===== config.mk =====
export PLATFORM = sky130hd
export DESIGN_NAME = pipelined_addsub
export DESIGN_NICKNAME = d
export VERILOG_FILES = /design/src/rtl/alu_pkg.sv /design/src/rtl/addsub_chunk.sv /design/src/rtl/pipelined_addsub.sv
export SDC_FILE = /design/constraint.sdc
export NUM_CORES = 1
export LEC_CHECK = 0
export ABC_CLOCK_PERIOD_IN_PS = 19500
export CORE_UTILIZATION = 55
export CTS_CLUSTER_SIZE = 8
export DETAILED_ROUTE_END_ITERATION = 12
export GPL_TIMING_DRIVEN = 0
export PLACE_DENSITY = 0.77
export SYNTH_ARGS = -nofsm -noshare
export SYNTH_HDL_FRONTEND = slang
export SYNTH_SLANG_ARGS = --single-unit
export TNS_END_PERCENT = 1

===== constraint.sdc =====
create_clock -name clk -period 19.5 [get_ports clk]
set_input_delay 2.925 -clock clk [delete_from_list [all_inputs] [get_ports clk]]
set_output_delay 2.925 -clock clk [all_outputs]
set_load 0.005 [all_outputs]

===== src/rtl/alu_pkg.sv =====
// Shared ALU definitions: flag bit positions, flag vector type and add/sub opcode encoding.
package alu_pkg;

    localparam int unsigned FLAG_Z    = 0;
    localparam int unsigned FLAG_C    = 1;
    localparam int unsigned FLAG_S    = 2;
    localparam int unsigned FLAG_V    = 3;
    localparam int unsigned NUM_FLAGS = 4;

    typedef logic [NUM_FLAGS-1:0] flags_t;

    typedef enum logic {
        ADD = 1'b0,
        SUB = 1'b1
    } op_e;

endpackage


===== src/rtl/addsub_chunk.sv =====
// Combinational CW-bit adder slice with carry in/out; one instance per pipeline stage.
module addsub_chunk #(
    parameter int CW = 8
) (
    input  logic [CW-1:0] a,
    input  logic [CW-1:0] b,
    input  logic          cin,
    output logic [CW-1:0] sum,
    output logic          cout
);

    always_comb begin
        {cout, sum} = {1'b0, a} + {1'b0, b} + {{CW{1'b0}}, cin};
    end

endmodule


===== src/rtl/pipelined_addsub.sv =====
// Pipelined WIDTH-bit add/subtract, one carry-chained chunk per stage, with flags and tag.
// Optional signed saturation in the final stage when ADDSUB_SAT_EN is defined.
module pipelined_addsub
    import alu_pkg::*;
#(
    parameter int WIDTH  = 32,
    parameter int STAGES = 4,
    parameter int TAG_W  = 4
) (
    input  logic             clk,
    input  logic             reset,
    input  logic             in_valid,
    output logic             in_ready,
    input  logic [WIDTH-1:0] a,
    input  logic [WIDTH-1:0] b,
    input  logic             add_sub,
    input  logic [TAG_W-1:0] in_tag,
    output logic             out_valid,
    input  logic             out_ready,
    output logic [WIDTH-1:0] c,
    output logic [TAG_W-1:0] out_tag,
    output logic             z_flag,
    output logic             carry_flag,
    output logic             sign_flag,
    output logic             overflow_flag
);

    localparam int CW        = WIDTH / STAGES;
    localparam int CHUNK_TOP = (STAGES - 1) * CW;

    logic              en;
    logic [STAGES-1:0] v_q;
    logic [STAGES-1:0] cy_q;
    logic [WIDTH-1:0]  a_q   [STAGES];
    logic [WIDTH-1:0]  b_q   [STAGES];
    logic [WIDTH-1:0]  s_q   [STAGES];
    logic [TAG_W-1:0]  tag_q [STAGES];

    logic [WIDTH-1:0]  sum_w;
    logic [STAGES-1:0] cout_w;

    logic [WIDTH-1:0]  res_d;
    logic [WIDTH-1:0]  c_d;
    logic              ovf_d;
    flags_t            flags_d;

    logic              out_valid_q;
    logic [WIDTH-1:0]  c_q;
    logic [TAG_W-1:0]  out_tag_q;
    flags_t            flags_q;

    assign en = ~out_valid_q | out_ready;

    for (genvar k = 0; k < STAGES; k++) begin : g_chunk
        addsub_chunk #(.CW(CW)) u_chunk (
            .a    (a_q[k][k*CW +: CW]),
            .b    (b_q[k][k*CW +: CW]),
            .cin  (cy_q[k]),
            .sum  (sum_w[k*CW +: CW]),
            .cout (cout_w[k])
        );
    end

    // Level k holds operands plus chunks 0..k-1 of the sum; the output register is level STAGES.
    always_ff @(posedge clk or posedge reset) begin
        if (reset) begin
            v_q         <= '0;
            cy_q        <= '0;
            for (int unsigned k = 0; k < STAGES; k++) begin
                a_q[k]   <= '0;
                b_q[k]   <= '0;
                s_q[k]   <= '0;
                tag_q[k] <= '0;
            end
            out_valid_q <= 1'b0;
            c_q         <= '0;
            out_tag_q   <= '0;
            flags_q     <= '0;
        end else if (en) begin
            v_q[0]   <= in_valid;
            a_q[0]   <= a;
            b_q[0]   <= (add_sub == SUB) ? ~b : b;
            cy_q[0]  <= add_sub;
            s_q[0]   <= '0;
            tag_q[0] <= in_tag;
            for (int unsigned k = 0; k + 1 < STAGES; k++) begin
                v_q[k+1]                <= v_q[k];
                a_q[k+1]                <= a_q[k];
                b_q[k+1]                <= b_q[k];
                tag_q[k+1]              <= tag_q[k];
                cy_q[k+1]               <= cout_w[k];
                s_q[k+1]                <= s_q[k];
                s_q[k+1][k*CW +: CW]    <= sum_w[k*CW +: CW];
            end
            out_valid_q <= v_q[STAGES-1];
            c_q         <= c_d;
            out_tag_q   <= tag_q[STAGES-1];
            flags_q     <= flags_d;
        end
    end

    always_comb begin
        res_d                   = s_q[STAGES-1];
        res_d[CHUNK_TOP +: CW]  = sum_w[CHUNK_TOP +: CW];
        ovf_d = ( a_q[STAGES-1][WIDTH-1] &  b_q[STAGES-1][WIDTH-1] & ~res_d[WIDTH-1]) |
                (~a_q[STAGES-1][WIDTH-1] & ~b_q[STAGES-1][WIDTH-1] &  res_d[WIDTH-1]);
        c_d   = res_d;
`ifdef ADDSUB_SAT_EN
        if (ovf_d) begin
            c_d = a_q[STAGES-1][WIDTH-1] ? {1'b1, {(WIDTH-1){1'b0}}} : {1'b0, {(WIDTH-1){1'b1}}};
        end
`endif
        flags_d         = '0;
        flags_d[FLAG_Z] = ~|c_d;
        flags_d[FLAG_C] = cout_w[STAGES-1];
        flags_d[FLAG_S] = c_d[WIDTH-1];
        flags_d[FLAG_V] = ovf_d;
    end

    assign in_ready      = en;
    assign out_valid     = out_valid_q;
    assign c             = c_q;
    assign out_tag       = out_tag_q;
    assign z_flag        = flags_q[FLAG_Z];
    assign carry_flag    = flags_q[FLAG_C];
    assign sign_flag     = flags_q[FLAG_S];
    assign overflow_flag = flags_q[FLAG_V];

endmodule


==> metrics.txt, run 1 <==
status completed; Worst Setup Start Kind input port; Core Area 0.02049 mm²; critical path launch point out_ready; RSZ-0062 raised after global routing false; CTS Buffer Depth 3; CTS tree built; slowest stage cell on the critical path clkdlybuf4s50_1; kind of end point of the critical path output pin; CP Data Required Time 16.57 ns; DIE HEIGHT 147.4 µm; Worst R2R End flags_q[0]; Routed Antenna Nets 0; Die ar. 0.02172 mm²; PwrDens 170.3 mW/mm²; Filler cells approximately 1600; Synth Register Bits 272; layout cells sized above 1 0.05340; CP Cell Sequence clkdlybuf4s50_1 -> nor2b_1 -> inv_2 -> clkbuf_1 -> clkbuf_1 -> clkdlybuf4s50_1; Max IR drop VDD approximately 0.073 mV; initial antenna violation count 0; initial cell density of the core 0.5672; WP buf/inv 5; global-route usage over all layers 0.2579; setup violators final 0; Tot Pwr 2.415 mW; R2R depth 7; gpl congestion 0.8280; most frequent cells in the layout nand2_1, dfrtp_1, clkdlybuf4s50_1; Avg WL per Cell between 15 and 20 µm; Core Util, Final 0.6920; clk_skew 0.01162 ns; FP Rows 52; reg2reg start a_q[24]; Levels on crit path 6; Max-Cap Viols 0; Seq/Total Area, Yosys 0.5855; Worst path max stage delay 0.62 ns; DR vias between 8000 and 9000; vias in the first global route 8928; Iter 0 DRT Violations 576; post-CTS resize count 0; Post-CTS Setup Bufs 0; dpl hpwl 18.50 mm; hold buffer count at cts 0; dpl ws 11.17 ns; TNS Setup 0 ns; Synth cell types 40; die width between 100 and 150 µm; cell family with most CP delay buffers and inverters; f_max 118.6 MHz; Syn-to-layout area delta 22.00%; Worst slew margin 0.4919; first-pass GRT wire length 44.19 mm; Mapped Cells 1286; H-tree depth 2; R2R setup slack 16.97 ns; Clk pin slew, worst setup/hold paths 0.05 ns; GRT overflow 0; maximum number of pins on one net before global-route repair 130; Tcrit/Tclk final 0.4324; yosys warns 0; vias per inst 5.221; fin crit period 8.431 ns; top cells by area, synth dfrtp_1, nand2_1, ha_1; LEAKAGE 7.141 nW; Mean Syn Cell Area 9.040 µm²; CP max FO 10; total CTS buffers 39; Worst Setup Path Type in -> out; Cell Area, Synth 0.01162 mm²; IO Count 115; Sink Count between 200 and 300; Worst Tran Pin Value 0.7621 ns; Antenna Cells 0; HP Class reg -> reg; Worst EP arrival ~5.5 ns; Final WS setup 11.07 ns; port bufs 113; top-area cell type share of the netlist area 0.5855; Synthesized Nets 1396; Routed WL 26.36 mm; Layout Nets 1552; Final Max Tran Viols 0; most common cell after layout, fill and taps aside nand2_1; Critical Path Sink in_ready; root buf cell clkbuf_16; Synth area leader dfrtp_1; DRT Pass-1 Iters 5; Final Hold Fails 0; Clock Latency Late Sink 0.51 ns; drc violations 0
routing by layer:
metal | GRT usage | wire, µm | vias up
li1 | - | - | 4350
met1 | 0.3525 | 11850 | 4283
met2 | 0.4163 | 12460 | 251
met3 | 0.05000 | 1365 | 55
met4 | 0.08763 | 676 | 0
met5 | 0 | 0 | -
worst min path at each step:
stage,startpoint,slack [ns],cells after the start,endpoint
after floorplan,v_q[3],0.43,2,v_q[3]
after global routing,c[10],0.48,2,c[10]
after detailed placement,v_q[3],0.45,2,v_q[3]
after CTS,v_q[3],0.46,2,v_q[3]
final,v_q[3],0.46,2,v_q[3]
after global placement,v_q[3],0.44,1,out_valid
layout make-up:
cell class | instances | area (µm²) | share of cell area
Clock buffer | 41 | 1026 | 0.07234
Multi-Input combinational cell | 924 | 4446 | 0.3135
Buffer | 64 | 275.3 | 0.01941
Inverter | 26 | 105.1 | 0.007411
Timing Repair Buffer | 115 | 1186 | 0.08363
Tap cell | 270 | 337.8 | 0.02382
Sequential cell | 272 | 6807 | 0.4799
worst min-delay path, stage by stage, from the launching register on:
cell and delay (ns):
dfrtp_1 0.33, nand2_1 0.05, nand2_1 0.05
power by group:
part	total, mW	internal [mW]	switching, mW
Clock	0.582	0.365	0.218
Combinational	0.848	0.371	0.477
Sequential	0.985	0.818	0.167
state kept, by name, indices dropped and copies added, names as in the netlist:
register   count
a_q           80
b_q           80
c             31
c_d           24
cy_q           4
flags_q        4
out_tag        4
out_valid      1
s_q           24
tag_q         16
v_q            4
metrics by stage:
step | instance area (µm²) | instances | hold slack, ns
floorplan | 11620 | 1286 | 0.4300
global placement | 13090 | 1669 | 0.4392
detailed placement | 13160 | 1671 | 0.4465
CTS | 14180 | 1712 | 0.4575
global route | 14180 | 1712 | 0.4763
finish | 14180 | 1712 | 0.4586
kinds of logic after synthesis:
kind of cell    share of synthesized area
simple gates                       0.2410
buf+inv                           0.03207
compound gates                    0.06178
flops                              0.5855
fa+ha+maj                         0.04499
xor+xnor                          0.03380
mux                             0.0008611
cell usage after synthesis (all sizes together):
library cell	number
o21bai	5
nand4	3
a31oi	3
fa	8
nand2	662
dfrtp	272
nor4	6
a221o	1
a21oi	15
clkbuf	37
inv	26
o31ai	13
nand2b	1
ha	29
a21o	4
nor3	10
o22ai	1
nor2b	4
and3	2
nor2	30
or3	4
a211oi	4
a21boi	3
xnor2	41
and3b	3
xor2	3
o21ai	56
o211a	3
buf	27
mux2i	1
o21a	9
Note: power is estimated with default switching activity, not from simulation.
==> inputs of run 2 (changes only) <==
--- a/config.mk
+++ b/config.mk
@@ -5,7 +5,7 @@
 export SDC_FILE = /design/constraint.sdc
 export NUM_CORES = 1
 export LEC_CHECK = 0
-export ABC_CLOCK_PERIOD_IN_PS = 19500
+export ABC_CLOCK_PERIOD_IN_PS = 8000
 export CORE_UTILIZATION = 55
 export CTS_CLUSTER_SIZE = 8
 export DETAILED_ROUTE_END_ITERATION = 12
==> constraint.sdc (replaced) <==
create_clock -name clk -period 8 [get_ports clk]
set_input_delay 1.2 -clock clk [delete_from_list [all_inputs] [get_ports clk]]
set_output_delay 1.2 -clock clk [all_outputs]
set_load 0.005 [all_outputs]
==> metrics.txt, run 2 (synthesis gave the netlist of run 1 again) <==
root buf cell clkbuf_16; f_max 203.5 MHz; post-CTS resize count 0 (unchanged); layout cells sized above 1 0.05732 (+0.003922); Worst Setup Start Kind input port; Syn-to-layout area delta 22.83%; CP Cell Sequence clkdlybuf4s50_1 -> nor2b_1 -> inv_2 -> clkbuf_1 -> clkbuf_1 -> clkdlybuf4s50_1; RSZ-0062 raised after global routing false; DRT Pass-1 Iters 5 (unchanged); Iter 0 DRT Violations 567 (-1.6%); Final Hold Fails 0 (unchanged); global-route usage over all layers 0.2629 (+0.004991); Core Area 0.02049 mm² (unchanged); first-pass GRT wire length 44.86 mm (+1.5%); status completed; most frequent cells in the layout nand2_1, dfrtp_1, clkdlybuf4s50_1; GRT overflow 0 (unchanged); slowest stage cell on the critical path clkdlybuf4s50_1; hold buffer count at cts 0 (unchanged); Worst Tran Pin Value 0.7824 ns (+0.02028 ns); Max IR drop VDD 0.1866 mV (+150%); LEAKAGE 7.181 nW (+0.56%); total CTS buffers 39 (unchanged); Core Util, Final 0.6967 (+0.004701); Die ar. 0.02172 mm² (unchanged); Layout Nets 1557 (+0.32%); initial cell density of the core 0.5672 (unchanged); Tcrit/Tclk final 0.6143; maximum number of pins on one net before global-route repair 45 (-65%); CTS tree built; vias in the first global route 9028 (+1.1%); gpl congestion 0.8279 (about the same); port bufs 113 (unchanged); Int Pwr 3.777 mW (+140%); Worst EP arrival 3.71 ns (-1.80 ns); Sink Count 272 (unchanged); kind of end point of the critical path output pin; area of the multi-input gates 0.004446 mm² (unchanged); max layer used met4; Filler cells 1593 (+1.4%); met3 wire length 1.414 mm (+3.6%); Worst slew margin 0.4784 (-0.01352); clock group share of total power 0.241 (about the same); dpl hpwl 19.06 mm (+3.0%); Final WS setup 3.086 ns (-7.983 ns); Max-Cap Viols 0 (unchanged); Switching Share 0.3605 (+0.003782); Post-CTS Setup Bufs 0 (unchanged); Clk pin slew, worst setup/hold paths 0.05 ns (about the same); setup violators final 0 (unchanged); Comb power frac 0.352 (about the same); switching power of the nets 2.129 mW (+150%); Antenna Cells 0 (unchanged); CP max FO 10 (unchanged); Routed WL 26.80 mm (+1.7%); TNS Setup 0 ns (unchanged); IO Count 115 (unchanged); DIE HEIGHT 147.4 µm (unchanged); vias per inst 5.165 (-1.1%); DR vias 8874 (-0.73%); register area 0.006807 mm² (unchanged); met2 WL post-DR 12.82 mm (+2.8%); HP Class reg -> reg; PwrDens 413.6 mW/mm² (+140%); initial antenna violation count 0 (unchanged); H-tree depth 2 (unchanged); dpl ws 3.109 ns (-8.062 ns); Avg WL per Cell 15.60 µm (+1.3%); Worst Setup Path Type in -> out; FP Rows 52 (unchanged); Final Max Tran Viols 0 (unchanged); drc violations 0 (unchanged); Routed Antenna Nets 0 (unchanged); clk_skew 0.01475 ns (+0.003127 ns); CTS Buffer Depth 3 (unchanged); sequential power share 0.407 (about the same); die width 147.4 µm (unchanged); most common cell after layout, fill and taps aside nand2_1; fin crit period 4.914 ns; CP Data Required Time 6.80 ns (-9.77 ns); Clock Latency Late Sink 0.52 ns (about the same); wire length on met1 11.87 mm (+0.14%); Worst path max stage delay 0.62 ns (about the same)
run 2: metal layers:
metal | track usage | up-vias
met3 | 0.04444 | 58
li1 | - | 4353
met2 | 0.4314 | 234
met5 | 0 | -
met4 | 0.08814 | 0
met1 | 0.3583 | 4229
run 2: power groups by stage:
stage / clock network, mW / logic, mW / registers (mW)
after floorplan: 0 / 1.39 / 2.28
after global placement: 0 / 1.96 / 2.38
after detailed placement: 0 / 2.05 / 2.41
after CTS: 1.44 / 2.09 / 2.40
after global routing: 1.49 / 2.36 / 2.47
final: 1.43 / 2.08 / 2.40
run 2: per-stage QoR:
stage | cells | cell area, µm² | hold WS (ns) | power, mW
floorplan | 1286 | 11630 | 0.4300 | 3.675
global placement | 1669 | 13100 | 0.4483 | 4.346
detailed placement | 1676 | 13250 | 0.4548 | 4.460
CTS | 1718 | 14280 | 0.4651 | 5.923
global route | 1718 | 14280 | 0.4744 | 6.317
finish | 1718 | 14280 | 0.4586 | 5.906
run 2: cell type report:
type                       count  area share
buffer                        64     0.01928
timing repair buffer         120     0.09008
sequential                   272      0.4767
tap                          270     0.02366
inverter                      26    0.007098
clock buffer                  40     0.07010
clock inverter                 2    0.001753
multi-input combinational    924      0.3113
run 2: worst max-delay path: cells and delay by family:
family        cells  cell delay, ns
simple gates      1            0.10
buf+inv           5            2.40
run 2: path summary, 6_finish.rpt:
check | from | end | slack [ns] | depth (start not counted)
worst min-delay path | c[2] | c[2] | 0.46 | 2
worst max register to register | a_q[24] | flags_q[1] | 5.47 | 8
max in group asynchronous | reset | tag_q[11] | 5.80 | 5
worst max-delay path | out_ready | in_ready | 3.09 | 6
min in group asynchronous | reset | b_q[100] | 1.12 | 2
worst min register to register | c[2] | c[2] | 0.46 | 2
==> inputs of run 3 (changes only) <==
--- a/config.mk
+++ b/config.mk
@@ -5,12 +5,12 @@
 export SDC_FILE = /design/constraint.sdc
 export NUM_CORES = 1
 export LEC_CHECK = 0
-export ABC_CLOCK_PERIOD_IN_PS = 8000
-export CORE_UTILIZATION = 55
+export ABC_CLOCK_PERIOD_IN_PS = 4500
+export CORE_UTILIZATION = 51
 export CTS_CLUSTER_SIZE = 8
 export DETAILED_ROUTE_END_ITERATION = 12
 export GPL_TIMING_DRIVEN = 0
-export PLACE_DENSITY = 0.77
+export PLACE_DENSITY = 0.75
 export SYNTH_ARGS = -nofsm -noshare
 export SYNTH_HDL_FRONTEND = slang
 export SYNTH_SLANG_ARGS = --single-unit
==> constraint.sdc (replaced) <==
create_clock -name clk -period 4.5 [get_ports clk]
set_input_delay 0.675 -clock clk [delete_from_list [all_inputs] [get_ports clk]]
set_output_delay 0.675 -clock clk [all_outputs]
set_load 0.005 [all_outputs]
==> metrics.txt, run 3 (synthesis gave the netlist of run 1 again) <==
Core Area 0.02209 mm² (+7.8%); RSZ-0062 raised after global routing false; initial antenna violation count 0 (unchanged); Routed Antenna Nets 0 (unchanged); vias per inst 5.112 (-1.0%); clk_skew 0.01907 ns (+0.004325 ns); Clock Latency Late Sink 0.52 ns (about the same); setup violators final 0 (unchanged); Worst Tran Pin Value 0.7802 ns (-0.002233 ns); PwrDens 731.0 mW/mm² (+77%); port bufs 113 (unchanged); dpl hpwl 18.92 mm (-0.76%); gpl congestion 0.8475 (+2.4%); Max IR drop VDD 0.2970 mV (+59%); DRT Pass-1 Iters 4 (-1); most frequent cells in the layout nand2_1, dfrtp_1, clkdlybuf4s50_1; hold buffer count at cts 0 (unchanged); Antenna Cells 0 (unchanged); Worst Setup Path Type in -> out; Routed WL 26.15 mm (-2.4%); Tcrit/Tclk final 0.8834; HP Class reg -> reg; total CTS buffers 39 (unchanged); GRT overflow 0 (unchanged); CP max FO 10 (unchanged); Layout Nets 1557 (unchanged); layout cells sized above 1 0.05732 (unchanged); first-pass GRT wire length 43.81 mm (-2.4%); Sink Count 272 (unchanged); Post-CTS Setup Bufs 0 (unchanged); drc violations 0 (unchanged); Iter 0 DRT Violations 570 (+0.53%); initial cell density of the core 0.5262 (-0.04105); fin crit period roughly 4 ns; f_max between 200 and 300 MHz; Final Hold Fails 0 (unchanged); die width 153.0 µm (+3.8%); DR vias 8834 (-0.45%); Die ar. 0.02340 mm² (+7.7%); status completed; IO Count 115 (unchanged); Max-Cap Viols 0 (unchanged); post-CTS resize count 0 (unchanged); Clk pin slew, worst setup/hold paths 0.05 ns (about the same); most common cell after layout, fill and taps aside nand2_1; Worst EP arrival 3.30 ns (-0.41 ns); global-route usage over all layers 0.2366 (-0.02633); cell area after layout 0.01425 mm² (-0.18%); CTS tree built; Worst slew margin 0.4799 (+0.001489); CTS Buffer Depth 3 (unchanged); Tot Pwr 10.42 mW (+76%); Avg WL per Cell 15.13 µm (-3.0%); kind of end point of the critical path output pin; Placed Area 0.01325 mm² (about the same); maximum number of pins on one net before global-route repair 44 (-2.2%); vias in the first global route 8730 (-3.3%); FP Rows 54 (+3.8%); Final Max Tran Viols 0 (unchanged); CP Data Required Time 3.83 ns (-2.97 ns); H-tree depth 2 (unchanged); Worst Setup Start Kind input port; root buf cell clkbuf_16; DIE HEIGHT 153.0 µm (+3.8%); LEAKAGE 7.165 nW (-0.23%); Syn-to-layout area delta 22.60%
[run 3: cell count changes in the layout (fill, tap and decap cells not counted), sizes merged]
cell	before	now
inv	26	28
clkbuf	77	76
clkinv	1	0
[run 3: worst paths after layout]
check,endpoint,from,depth (start not counted),slack [ns]
setup / recovery,in_ready,out_ready,6,0.52
hold reg to reg,a_q[117],a_q[117],2,0.46
setup reg to reg,flags_q[0],a_q[24],7,1.95
hold / removal,a_q[117],a_q[117],2,0.46
max in group asynchronous,b_q[122],reset,4,3.04
min in group asynchronous,tag_q[13],reset,2,0.58
[run 3: cell type report]
class                      count  area (µm²)
fill                        1808        7841
sequential                   272        6807
multi-input combinational    924        4446
timing repair buffer         120        1271
clock buffer                  39       975.9
tap                          280       350.3
buffer                        64       275.3
inverter                      26       101.3
clock inverter                 3       26.28
[run 3: through the flow]
step                      hold slack, ns  worst slack (ns)  setup TNS [ns]    util  std cells
after CTS                         0.4657            0.5561               0  0.6451       1728
after global routing              0.4836            0.4720               0  0.6451       1728
after global placement            0.4426            -1.616         -435.26  0.5934       1679
after floorplan                   0.4300            0.2296               0       -       1286
final                             0.4625            0.5248               0  0.6451       1728
after detailed placement          0.4534            0.5980               0  0.5997       1686
[run 3: power breakdown]
| part | total (mW) | leakage [nW] | internal [mW] | switching, mW |
|---|---|---|---|---|
| logic | 3.67 | 3.37 | 1.61 | 2.06 |
| clock network | 2.49 | 0.494 | 1.52 | 0.971 |
| registers | 4.25 | 3.30 | 3.54 | 0.710 |
[run 3: critical path, stage by stage]
cell and delay, ns:
clkdlybuf4s50_1 0.46, nor2b_1 0.11, inv_2 0.21, clkbuf_1 0.63, clkbuf_1 0.59, clkdlybuf4s50_1 0.62
[run 3: routing by layer]
metal / wire (µm) / up-vias / GRT usage
met4: 588 / 0 / 0.07985
met3: 1441 / 44 / 0.04621
met5: 0 / - / 0
met2: 11990 / 225 / 0.3783
li1: - / 4358 / -
met1: 12120 / 4207 / 0.3256
